==> config.mk <==
export PLATFORM = sky130hd
export DESIGN_NAME = pit_cfg_ctrl
export DESIGN_NICKNAME = d
export VERILOG_FILES = /design/src/rtl/pit_cfg_ctrl.sv
export SDC_FILE = /design/constraint.sdc
export NUM_CORES = 1
export LEC_CHECK = 0
export BUFFER_PORTS_ARGS = -buffer_cell sky130_fd_sc_hd__buf_2
export CORE_MARGIN = 8
export CORE_UTILIZATION = 45
export CTS_CLUSTER_SIZE = 12
export DETAILED_ROUTE_END_ITERATION = 10
export GPL_TIMING_DRIVEN = 1
export PLACE_DENSITY = 0.7
export SETUP_SLACK_MARGIN = 0.15
export SYNTH_ARGS = -nofsm -noshare
export SYNTH_HDL_FRONTEND = slang
export SYNTH_SLANG_ARGS = --single-unit
==> constraint.sdc <==
create_clock -name zclk -period 2.4 [get_ports zclk]
set_input_delay 0.12 -clock zclk [delete_from_list [all_inputs] [get_ports zclk]]
set_output_delay 0.12 -clock zclk [all_outputs]
set_load 0.005 [all_outputs]
==> src/rtl/pit_cfg_ctrl.sv <==
// pit_cfg_ctrl
//   Sequencer that programs or reads back one channel of an 8254-style
//   interval timer over its 8-bit strobed bus. A request is taken in IDLE
//   and expanded into three bus cycles (control word, then low byte, then
//   high byte), each framed as SETUP / STROBE / HOLD / GAP. A one-cycle
//   response is returned at the end of the sequence.
//
// Configuration macro:
//   PIT_READBACK_EN  defined     -> req_op=1 latches the channel and reads
//                                   the 16-bit count back into rsp_data.
//                    not defined -> req_op=1 is rejected (rsp_err), rsp_data
//                                   is tied to 0 and pit_rd_n is tied to 1.
//
// Parameters:
//   STROBE_CYC  wr_n/rd_n low pulse width in zclk cycles (2..15)
//   GAP_CYC     cs_n-high cycles between bus cycles (1..15)
//
// Ports:
//   zclk, rst_n           clock, asynchronous active-low reset
//   req_valid/req_ready   request handshake (ready only in IDLE)
//   req_op                0 = program channel, 1 = latch-and-read channel
//   req_ch, req_mode      target channel 0..2, counter mode 0..3
//   req_count             16-bit reload value
//   rsp_valid/rsp_err     one-cycle completion pulse, error qualifier
//   rsp_data              last readback value, held until next readback
//   pit_cs_n/wr_n/rd_n    timer bus strobes (active-low)
//   pit_a, pit_dout       timer address {a1,a0} and write data
//   pit_doe               drive enable for pit_dout
//   pit_din               timer read data
module pit_cfg_ctrl #(
    parameter int STROBE_CYC = 2,
    parameter int GAP_CYC    = 1
) (
    input  logic        zclk,
    input  logic        rst_n,
    input  logic        req_valid,
    output logic        req_ready,
    input  logic        req_op,
    input  logic [1:0]  req_ch,
    input  logic [2:0]  req_mode,
    input  logic [15:0] req_count,
    output logic        rsp_valid,
    output logic        rsp_err,
    output logic [15:0] rsp_data,
    output logic        pit_cs_n,
    output logic        pit_wr_n,
    output logic        pit_rd_n,
    output logic [1:0]  pit_a,
    output logic [7:0]  pit_dout,
    output logic        pit_doe,
    input  logic [7:0]  pit_din
);

    typedef enum logic [2:0] {
        IDLE,
        SETUP,
        STROBE,
        HOLD,
        GAP,
        RESP
    } state_t;

    localparam logic [3:0] STB_LAST = 4'(STROBE_CYC - 1);
    localparam logic [3:0] GAP_LAST = 4'(GAP_CYC - 1);

`ifdef PIT_READBACK_EN
    localparam logic RB_EN = 1'b1;
`else
    localparam logic RB_EN = 1'b0;
`endif

    state_t      state_q, state_d;
    logic [1:0]  step_q, step_d;
    logic [3:0]  cnt_q, cnt_d;
    logic        op_q, op_d;
    logic [1:0]  ch_q, ch_d;
    logic [2:0]  mode_q, mode_d;
    logic [15:0] count_q, count_d;
    logic        err_q, err_d;

    logic        cs_n_q, cs_n_d;
    logic        wr_n_q, wr_n_d;
    logic [1:0]  a_q, a_d;
    logic [7:0]  dout_q, dout_d;
    logic        doe_q, doe_d;
    logic        rsp_valid_q, rsp_valid_d;
    logic        rsp_err_q, rsp_err_d;

    logic        reject;
    logic        active_d;
    logic        wr_cyc_d;

`ifdef PIT_READBACK_EN
    logic        rd_n_q, rd_n_d;
    logic [15:0] rsp_data_q, rsp_data_d;
    logic [15:0] rd_buf_q, rd_buf_d;
`else
    logic        unused_din;
    assign unused_din = ^pit_din;
`endif

    assign reject = (req_ch == 2'd3) || (!req_op && req_mode[2]) || (req_op && !RB_EN);

    always_comb begin
        state_d = state_q;
        step_d  = step_q;
        cnt_d   = cnt_q;
        op_d    = op_q;
        ch_d    = ch_q;
        mode_d  = mode_q;
        count_d = count_q;
        err_d   = err_q;
`ifdef PIT_READBACK_EN
        rd_buf_d   = rd_buf_q;
        rsp_data_d = rsp_data_q;
`endif

        unique case (state_q)
            IDLE: begin
                if (req_valid) begin
                    op_d    = req_op;
                    ch_d    = req_ch;
                    mode_d  = req_mode;
                    count_d = req_count;
                    step_d  = '0;
                    cnt_d   = '0;
                    err_d   = reject;
                    state_d = reject ? RESP : SETUP;
                end
            end
            SETUP: begin
                cnt_d   = '0;
                state_d = STROBE;
            end
            STROBE: begin
                if (cnt_q == STB_LAST) begin
                    state_d = HOLD;
`ifdef PIT_READBACK_EN
                    // rd_n is still low on this edge, so pit_din is valid.
                    if (op_q && step_q == 2'd1) rd_buf_d[7:0]  = pit_din;
                    if (op_q && step_q == 2'd2) rd_buf_d[15:8] = pit_din;
`endif
                end else begin
                    cnt_d = cnt_q + 4'd1;
                end
            end
            HOLD: begin
                cnt_d   = '0;
                state_d = GAP;
            end
            GAP: begin
                if (cnt_q == GAP_LAST) begin
                    cnt_d = '0;
                    if (step_q == 2'd2) begin
                        state_d = RESP;
`ifdef PIT_READBACK_EN
                        // Publish only at completion so rsp_data holds the
                        // previous value for the whole transaction.
                        if (op_q) rsp_data_d = rd_buf_q;
`endif
                    end else begin
                        step_d  = step_q + 2'd1;
                        state_d = SETUP;
                    end
                end else begin
                    cnt_d = cnt_q + 4'd1;
                end
            end
            RESP: begin
                step_d  = '0;
                state_d = IDLE;
            end
            default: state_d = IDLE;
        endcase

        // Bus and response outputs are registered from the next-state view
        // so they change cleanly with the state flops.
        active_d = (state_d == SETUP) || (state_d == STROBE) || (state_d == HOLD);
        wr_cyc_d = (step_d == 2'd0) || !op_d;

        cs_n_d = !active_d;
        wr_n_d = !((state_d == STROBE) && wr_cyc_d);
        doe_d  = active_d && wr_cyc_d;
        a_d    = '0;
        dout_d = '0;
        if (active_d) begin
            a_d = (step_d == 2'd0) ? 2'd3 : ch_d;
            if (wr_cyc_d) begin
                unique case (step_d)
                    2'd0:    dout_d = op_d ? {ch_d, 6'b000000} : {ch_d, 2'b11, mode_d, 1'b0};
                    2'd1:    dout_d = count_d[7:0];
                    default: dout_d = count_d[15:8];
                endcase
            end
        end
`ifdef PIT_READBACK_EN
        rd_n_d = !((state_d == STROBE) && !wr_cyc_d);
`endif

        rsp_valid_d = (state_d == RESP);
        rsp_err_d   = (state_d == RESP) && err_d;
    end

    always_ff @(posedge zclk or negedge rst_n) begin
        if (!rst_n) begin
            state_q     <= IDLE;
            step_q      <= '0;
            cnt_q       <= '0;
            op_q        <= 1'b0;
            ch_q        <= '0;
            mode_q      <= '0;
            count_q     <= '0;
            err_q       <= 1'b0;
            cs_n_q      <= 1'b1;
            wr_n_q      <= 1'b1;
            a_q         <= '0;
            dout_q      <= '0;
            doe_q       <= 1'b0;
            rsp_valid_q <= 1'b0;
            rsp_err_q   <= 1'b0;
        end else begin
            state_q     <= state_d;
            step_q      <= step_d;
            cnt_q       <= cnt_d;
            op_q        <= op_d;
            ch_q        <= ch_d;
            mode_q      <= mode_d;
            count_q     <= count_d;
            err_q       <= err_d;
            cs_n_q      <= cs_n_d;
            wr_n_q      <= wr_n_d;
            a_q         <= a_d;
            dout_q      <= dout_d;
            doe_q       <= doe_d;
            rsp_valid_q <= rsp_valid_d;
            rsp_err_q   <= rsp_err_d;
        end
    end

`ifdef PIT_READBACK_EN
    always_ff @(posedge zclk or negedge rst_n) begin
        if (!rst_n) begin
            rd_n_q     <= 1'b1;
            rsp_data_q <= '0;
            rd_buf_q   <= '0;
        end else begin
            rd_n_q     <= rd_n_d;
            rsp_data_q <= rsp_data_d;
            rd_buf_q   <= rd_buf_d;
        end
    end

    assign pit_rd_n = rd_n_q;
    assign rsp_data = rsp_data_q;
`else
    assign pit_rd_n = 1'b1;
    assign rsp_data = '0;
`endif

    assign req_ready = (state_q == IDLE);
    assign rsp_valid = rsp_valid_q;
    assign rsp_err   = rsp_err_q;
    assign pit_cs_n  = cs_n_q;
    assign pit_wr_n  = wr_n_q;
    assign pit_a     = a_q;
    assign pit_dout  = dout_q;
    assign pit_doe   = doe_q;

endmodule

==> results.cfg, run 1 <==
[timing]
relSlewSlack_pct = 66.4
fmax_ghz = 0.483
finalCriticalPeriod_ns = 2.07
drv_slew = 0
setup_viol = 0
hold_ws_ns = 0.0638
fin_skew_ns = 0.00523
fin_tns_setup_ns = 0
fin_crit_sh_pct = 86.3
max_slew.worst_pin.slew_ns = 0.503
setup_ws_ns = 0.330
rsz0062_at_grt = no
hold_violations = 0

[clocking]
clock_path_buffers = 2
clk_latency_ns = 0.30
clock-sinks = 47
cts_tree = yes
cts_resized = 0
numCtsBuffers = 5
htreeDepth = 2
cts_root_buf = clkbuf_8
clkSlewWorstSetupHoldPaths_ns = 0.08

[route]
routed_wirelength_mm = 4.50
drc = 0
dr.pass1.iters = 4
drt_iter0_markers = 142
postRouteAntennaNets = 0
viasPerCell = 4.86
wire_per_inst_um = 14.4
vias = 1515

[placement]
dpl.hpwl_mm = 3.33
dpl_cell_area_um2 = 2560
portBuffers = 40
gp_congestion = 0.793
dpl_worst_slack_ns = 0.300

[synthesis]
yosysWarnings = 0
yosys.area.top_type = dfrtp_1
ys_seq_area_share_pct = 50.1
syn_area_um2 = 2350
ys.flop_type = dfrtp_1
postSynthCellCount = 197
syn_area_per_cell_um2 = 12.0
synth_area_leaders = dfrtp_1 (48%), mux2_2 (8.1%), buf_4 (6.4%)
async_flop_share_pct = 100
synth_edf_count = 0
ys_seq_elements = 47
synth_top_area_share_pct = 47.8
synth_cell_type_count = 46

[grt]
track_usage_pct = 12.3
grt_pass1_wl_mm = 7.46
grt_pass1_vias = 1560
antenna_found_initial = 0
overflow = 0
grt_max_degree = 31

[setup_path]
worstSetupPathType = reg2reg
cp_cell_sequence = inv_1 -> ha_1 -> nor3b_2 -> o221ai_2 -> a22oi_4 -> nor3_1 -> nor4_1
crit_path_max_incr_delay_ns = 0.42
critPathLaunchType = flop
ff2ff_setup_slack_ns = 0.33
critPathCaptureType = flop
crit_fanout = 9
crit_arrival_ns = 2.25
crit_buf_inv = 1
worst_ep_required_time_ns = 2.58
crit_slowest_cell = dfrtp_1
cpLargestDelayFamily = simple AND/OR/NAND/NOR gates

[final_layout]
final_cell_mix = dfrtp_1 (45), buf_2 (40), mux2_2 (17), conb_1 (17), nor2_1 (14)
seq_area_um2 = 1180
multiInputGateArea_um2 = 1010
fillers = 475
final_common_cell = dfrtp_1
syn_to_final_growth_pct = 13.3
drive_above_1_share_pct = 36.4
final_area_um2 = 2670
antenna_cells = 0
fin_nets = 279

[flow_run]
cap_violations = 0

[power_and_ir_drop]
intPower_uw = 2080
vdd_ir_drop_max_mv = 0.665
p_comb_share_pct = 46.7
pwr-share-clk_pct = 13.9
p_total_uw = 3320
powerDensity_nw_per_um2 = 1250
pwr-share-seq_pct = 39.5
p_leak_uw = 0.00128
sw_frac_of_total_pct = 37.4
p_sw_uw = 1240

[run_status]
status = complete, no violations

[floorplanning]
die_w_um = 88.3
row_count = 26
design.core.area_um2 = 5070
dieHeight_um = 88.3
dieArea_um2 = 7800
initial_core_util_pct = 46.4
num_io_pins = 66

[worst_hold_path]
holdCritPathClass = in2reg
power groups by stage:
stage          clock network, µW  registers, µW  logic [µW]
2_1_floorplan                  0           1250        1240
3_3_place_gp                   0           1310        1530
3_5_place_dp                   0           1320        1550
4_1_cts                      484           1310        1560
5_1_grt                      511           1350        1720
6_report                     461           1310        1550
routing by layer:
metal / GRT usage [%] / vias up / part of all wire [%]
li1: - / 733 / -
met1: 16.1 / 728 / 45
met2: 18.3 / 47 / 47
met3: 4.36 / 7 / 6.8
met4: 4.15 / 0 / 1.2
met5: 0 / - / 0
worst paths after layout:
check / start / endpoint / cells after the start
min in group asynchronous: rst_n / count_q[0] / 2
worst min-delay path: req_count[3] / count_q[3] / 2
max in group asynchronous: rst_n / mode_q[0] / 3
worst min register to register: count_q[3] / count_q[3] / 1
worst max register to register: cnt_q[0] / pit_dout[4] / 7
worst max-delay path: cnt_q[0] / pit_dout[4] / 7
state kept, by name, summed over array words and instances, names as in the netlist:
name,flops
rsp_valid,1
step_q,2
pit_doe,1
cnt_q,4
pit_cs_n,1
pit_dout,8
count_q,16
op_q,1
state_q,3
ch_q,2
pit_wr_n,1
pit_a,2
rsp_err,1
mode_q,3
err_q,1
kinds of logic after synthesis:
logic type | count (synthesis) | synth area share, %
muxes | 28 | 13.1
AOI/OAI and AO/OA | 27 | 10.7
buffers and inverters | 36 | 9.40
xor gates and xnor gates | 1 | 0.372
adders and majority gates | 5 | 2.66
other | 2 | 0.319
and+or+nand+nor | 51 | 13.4
DFF | 47 | 50.1
area by class of cell:
| class | count | area share [%] |
|---|---|---|
| clock buffers | 6 | 2.72 |
| clock inverters | 2 | 0.469 |
| inverters | 12 | 1.69 |
| multi-input cells | 129 | 37.9 |
| flip-flops and latches | 47 | 44.2 |
| well taps | 70 | 3.28 |
| repair buffers | 46 | 9.76 |
metrics by stage:
step | cells | utilization (%)
after global routing | 312 | 52.6
final | 312 | 52.6
after floorplan | 212 | -
after CTS | 311 | 52.4
after global placement | 302 | 50.5
after detailed placement | 302 | 50.5
synthesized netlist by cell type, types with 2 or more instances:
| cell | count |
|---|---|
| dfrtp_1 | 45 |
| buf_4 | 20 |
| mux2_2 | 17 |
| nor2_1 | 14 |
| inv_1 | 9 |
| mux2_1 | 6 |
| nand2_1 | 6 |
| ha_1 | 5 |
| mux2i_1 | 5 |
| nand3b_1 | 5 |
| nor3_1 | 5 |
| a211oi_2 | 4 |
| a21oi_1 | 4 |
| nand2b_1 | 4 |
| a22o_1 | 3 |
| buf_2 | 3 |
| inv_2 | 3 |
| nor4_1 | 3 |
| o21ai_0 | 3 |
| a211oi_1 | 2 |
| and2_1 | 2 |
| conb_1 | 2 |
| dfstp_2 | 2 |
| nor2b_1 | 2 |
| o21bai_1 | 2 |
what timing repair did:
item / 4_1_cts / 5_1_grt
hold buffers: 1 / 0
endpoints found under the hold margin: 19 / 0
buffers inserted: 0 / 1
setup endpoints to repair: 0 / 1
Note: power is estimated with default switching activity, not from simulation.
==> inputs of run 2 (changes only) <==
Settings changed: CORE_UTILIZATION 45 to 52, PLACE_DENSITY 0.7 to 0.8.
==> results.cfg, run 2 (synthesis gave the netlist of run 1 again) <==
[route]
wl_met2_mm = 2.11
postRouteAntennaNets = 0
met1_length_mm = 2.03
vias = 1510
drc = 0
top_layer = met4
viasPerCell = 5.17
wire_per_inst_um = 15.1
drt_iter0_markers = 84
wl_met3_um = 226
routed_wirelength_mm = 4.42
dr.pass1.iters = 4

[power_and_ir_drop]
p_leak_uw = 0.00128
p_sw_uw = 1250
pwr-share-clk_pct = 14.5
pwr-share-seq_pct = 38.9
intPower_uw = 2070
p_comb_share_pct = 46.6
vdd_ir_drop_max_mv = 0.932
powerDensity_nw_per_um2 = 1260
sw_frac_of_total_pct = 37.7

[setup_path]
worstSetupPathType = reg2reg
worst_ep_required_time_ns = 2.62
cp_cell_sequence = inv_1 -> ha_1 -> nor3b_2 -> nor3b_4 -> o311ai_2 -> a21o_4 -> a211oi_1
crit_slowest_cell = dfrtp_1
ff2ff_setup_slack_ns = 0.28
r2r-start = cnt_q[0]
crit_path_max_incr_delay_ns = 0.42
cpLargestDelayFamily = compound AO/OA/AOI/OAI gates
r2r_cells = 7
crit_arrival_ns = 2.34
timing.rr.end = pit_dout[7]
critPathLaunchType = flop
setup.worst_path.start = cnt_q[0]
crit_buf_inv = 1
crit_fanout = 7
critPathCaptureType = flop

[floorplanning]
design.core.area_um2 = 4350
die_w_um = 83.3
dieHeight_um = 83.3
initial_core_util_pct = 54.1
row_count = 24
dieArea_um2 = 6940
num_io_pins = 66

[final_layout]
syn_to_final_growth_pct = 12.0
fin_cells = 292
utilization_pct = 60.5
largest_reg_flops = 16
final_area_um2 = 2640
antenna_cells = 0
final_common_cell = dfrtp_1
fin_nets = 277
fillers = 367
final_cell_mix = dfrtp_1 (45), buf_2 (40), mux2_2 (17), conb_1 (17), nor2_1 (14)
top_register = count_q
drive_above_1_share_pct = 36.7

[timing]
hold_violations = 35
rsz0062_at_grt = no
relSlewSlack_pct = 33.5
fin_tns_setup_ns = 0
fin_crit_sh_pct = 88.5
hold_ws_ns = -0.0167
drv_slew = 0
setup_viol = 0
fin_skew_ns = 0.00868
finalCriticalPeriod_ns = 2.12
max_slew.worst_pin.slew_ns = 0.997
setup_ws_ns = 0.277
fmax_ghz = 0.471

[placement]
dp.cells = 283
dpl.hpwl_mm = 3.26
dpl_worst_slack_ns = 0.268
portBuffers = 40
dpl_cell_area_um2 = 2530
gp_congestion = 0.827

[run_status]
violations = hold timing
status = finished, violations left

[grt]
grt_pass1_vias = 1560
grt_max_degree = 48
antenna_found_initial = 0
overflow = 0
grt_pass1_wl_mm = 7.46
track_usage_pct = 12.7

[clocking]
numCtsBuffers = 5
clk_latency_ns = 0.30
clkSlewWorstSetupHoldPaths_ns = 0.09
clock_path_buffers = 2
cts_root_buf = clkbuf_8
clock-sinks = 47
cts_hold_buf = 0
cts_setup_buffers = 0
cts_tree = yes
htreeDepth = 2
cts_resized = 0

[worst_hold_path]
holdCritPathClass = in2async

[flow_run]
cap_violations = 0
## run 2: cell count changes in the layout (fill, tap and decap cells not counted), sizes merged
| cell | change |
|---|---|
| dlygate4sd3 | -1 |
| clkbuf | -1 |
| clkinv | +1 |
| buf | -1 |
## run 2: metrics by stage
step	hold WS, ns	total power [µW]
final	-0.0167	3320
after global placement	0.350	2800
after CTS	0.0244	3350
after detailed placement	0.357	2860
after global routing	0.0485	3580
after floorplan	-0.176	2490
## run 2: layout make-up
class | count | area (µm²) | area share [%]
Tap cell | 52 | 65.1 | 2.47
Clock buffer | 5 | 68.8 | 2.61
Sequential cell | 47 | 1180 | 44.7
Timing Repair Buffer | 44 | 243 | 9.21
Clock inverter | 3 | 25.0 | 0.949
Inverter | 12 | 45.0 | 1.71
Multi-Input combinational cell | 129 | 1010 | 38.3
## run 2: power by group through the flow
stage          registers, µW  clock network (µW)  logic [µW]
5_1_grt                 1330                 528        1720
2_1_floorplan           1250                   0        1240
6_report                1290                 482        1550
3_5_place_dp            1310                   0        1550
3_3_place_gp            1300                   0        1510
4_1_cts                 1300                 493        1560
## run 2: worst max-delay path by stage
stage	end	depth (start not counted)
2_1_floorplan	pit_dout[7]	6
3_3_place_gp	pit_dout[0]	7
3_5_place_dp	pit_dout[0]	7
4_1_cts	pit_dout[0]	7
5_1_grt	pit_dout[0]	7
6_report	pit_dout[7]	7
## run 2: per-layer routing
metal,up-vias,GRT usage (%)
met5,-,0
met2,44,20.4
li1,731,-
met3,5,3.32
met4,0,4.95
met1,730,15.9
## run 2: worst register-to-register path, stage by stage, from the launching register on
cell      delay [ns]
dfrtp_1         0.42
inv_1           0.09
ha_1            0.17
nor3b_2         0.27
nor3b_4         0.40
o311ai_2        0.25
a21o_4          0.29
a211oi_1        0.16
==> inputs of run 3 (changes only) <==
Settings changed: RECOVER_POWER set to 50.
==> results.cfg, run 3 (synthesis gave the netlist of run 1 again) <==
[clocking]
cts_tree = yes
cts_setup_buffers = 0
numCtsBuffers = 5
clock_path_buffers = 2
clk_latency_ns = 0.30
clkSlewWorstSetupHoldPaths_ns = 0.09
htreeDepth = 2
cts_root_buf = clkbuf_8
cts_resized = 0
clock-sinks = 47
cts_hold_buf = 0

[placement]
dpl.hpwl_mm = 3.26
gp_congestion = 0.827
portBuffers = 40
dpl_worst_slack_ns = 0.268

[timing]
fin_tns_setup_ns = 0
fin_crit_sh_pct = 88.8
max_slew.worst_pin.slew_ns = 0.998
fin_skew_ns = 0.00876
hold_violations = 35
fmax_ghz = 0.469
rsz0062_at_grt = no
setup_ws_ns = 0.268
hold_ws_ns = -0.0164
relSlewSlack_pct = 33.5
finalCriticalPeriod_ns = 2.13
setup_viol = 0
drv_slew = 0

[floorplanning]
die_w_um = 83.3
dieArea_um2 = 6940
design.core.area_um2 = 4350
row_count = 24
num_io_pins = 66
initial_core_util_pct = 54.1
dieHeight_um = 83.3

[power_and_ir_drop]
vdd_ir_drop_max_mv = 0.935
powerDensity_nw_per_um2 = 1260
p_leak_uw = 0.00125
p_total_uw = 3320

[worst_hold_path]
holdCritPathClass = in2async

[final_layout]
drive_above_1_share_pct = 33.8
final_cell_mix = dfrtp_1 (45), buf_2 (33), mux2_2 (17), conb_1 (17), nor2_1 (14)
seq_area_um2 = 1180
multiInputGateArea_um2 = 1010
fillers = 365
top_register = count_q
final_common_cell = dfrtp_1
syn_to_final_growth_pct = 11.6
largest_reg_flops = 16
antenna_cells = 0
fin_nets = 277

[route]
drc = 0
dr.pass1.iters = 4
wire_per_inst_um = 15.2
routed_wirelength_mm = 4.44
vias = 1513
viasPerCell = 5.18
drt_iter0_markers = 84
postRouteAntennaNets = 0

[grt]
grt_pass1_wl_mm = 7.46
grt_pass1_vias = 1560
antenna_found_initial = 0
overflow = 0
track_usage_pct = 12.7
grt_max_degree = 48

[setup_path]
crit_path_max_incr_delay_ns = 0.42
cpLargestDelayFamily = compound AO/OA/AOI/OAI gates
ff2ff_setup_slack_ns = 0.27
crit_slowest_cell = dfrtp_1
crit_arrival_ns = 2.35
worstSetupPathType = reg2reg
crit_fanout = 7
cp_cell_sequence = inv_1 -> ha_1 -> nor3b_2 -> nor3b_4 -> o311ai_2 -> a21o_4 -> a211oi_1
worst_ep_required_time_ns = 2.62
r2r_cells = 7
crit_buf_inv = 1
critPathLaunchType = flop
critPathCaptureType = flop
path_depth = 7

[run_status]
status = finished, violations left
violations = hold timing

[flow_run]
cap_violations = 0
==> run 3: cell types whose count changed in the layout (fill, tap and decap cells not counted) <==
cell,before,now
clkbuf_1,0,7
buf_2,40,33
==> run 3: area by class of cell <==
cell class                 count  share of cell area, %
inverter                      12                   1.71
timing repair buffer          44                   8.90
sequential                    47                   44.9
clock inverter                 3                  0.952
multi-input combinational    129                   38.5
clock buffer                   5                   2.62
tap                           52                   2.48
==> run 3: worst paths after layout <==
| kind | end | startpoint |
|---|---|---|
| max | pit_dout[7] | cnt_q[0] |
| min | count_q[12] | rst_n |
| max reg2reg | pit_dout[7] | cnt_q[0] |
| min reg2reg | count_q[10] | count_q[10] |
| max in group asynchronous | cnt_q[3] | rst_n |
| min in group zclk | count_q[10] | req_count[10] |
==> run 3: through the flow <==
stage	instances	area (µm²)	utilization, %	hold slack [ns]
global placement	283	2530	58.2	0.350
finish	292	2630	60.3	-0.0164
CTS	291	2630	60.4	0.0244
detailed placement	283	2530	58.2	0.357
global route	292	2630	60.3	0.0485
floorplan	212	2410	-	-0.176
==> run 3: power by group <==
group	total (µW)	switching (µW)	leakage, µW	internal [µW]
Clock	482	274	0.0000443	208
Combinational	1540	825	0.000622	716
Sequential	1300	159	0.000582	1140
==> run 3: per-layer routing <==
metal / track usage [%] / share of wire [%] / vias to the layer above
li1: - / - / 731
met2: 20.4 / 48 / 44
met5: 0 / 0 / -
met3: 3.32 / 5.2 / 5
met4: 4.95 / 1.2 / 0
met1: 15.9 / 46 / 733
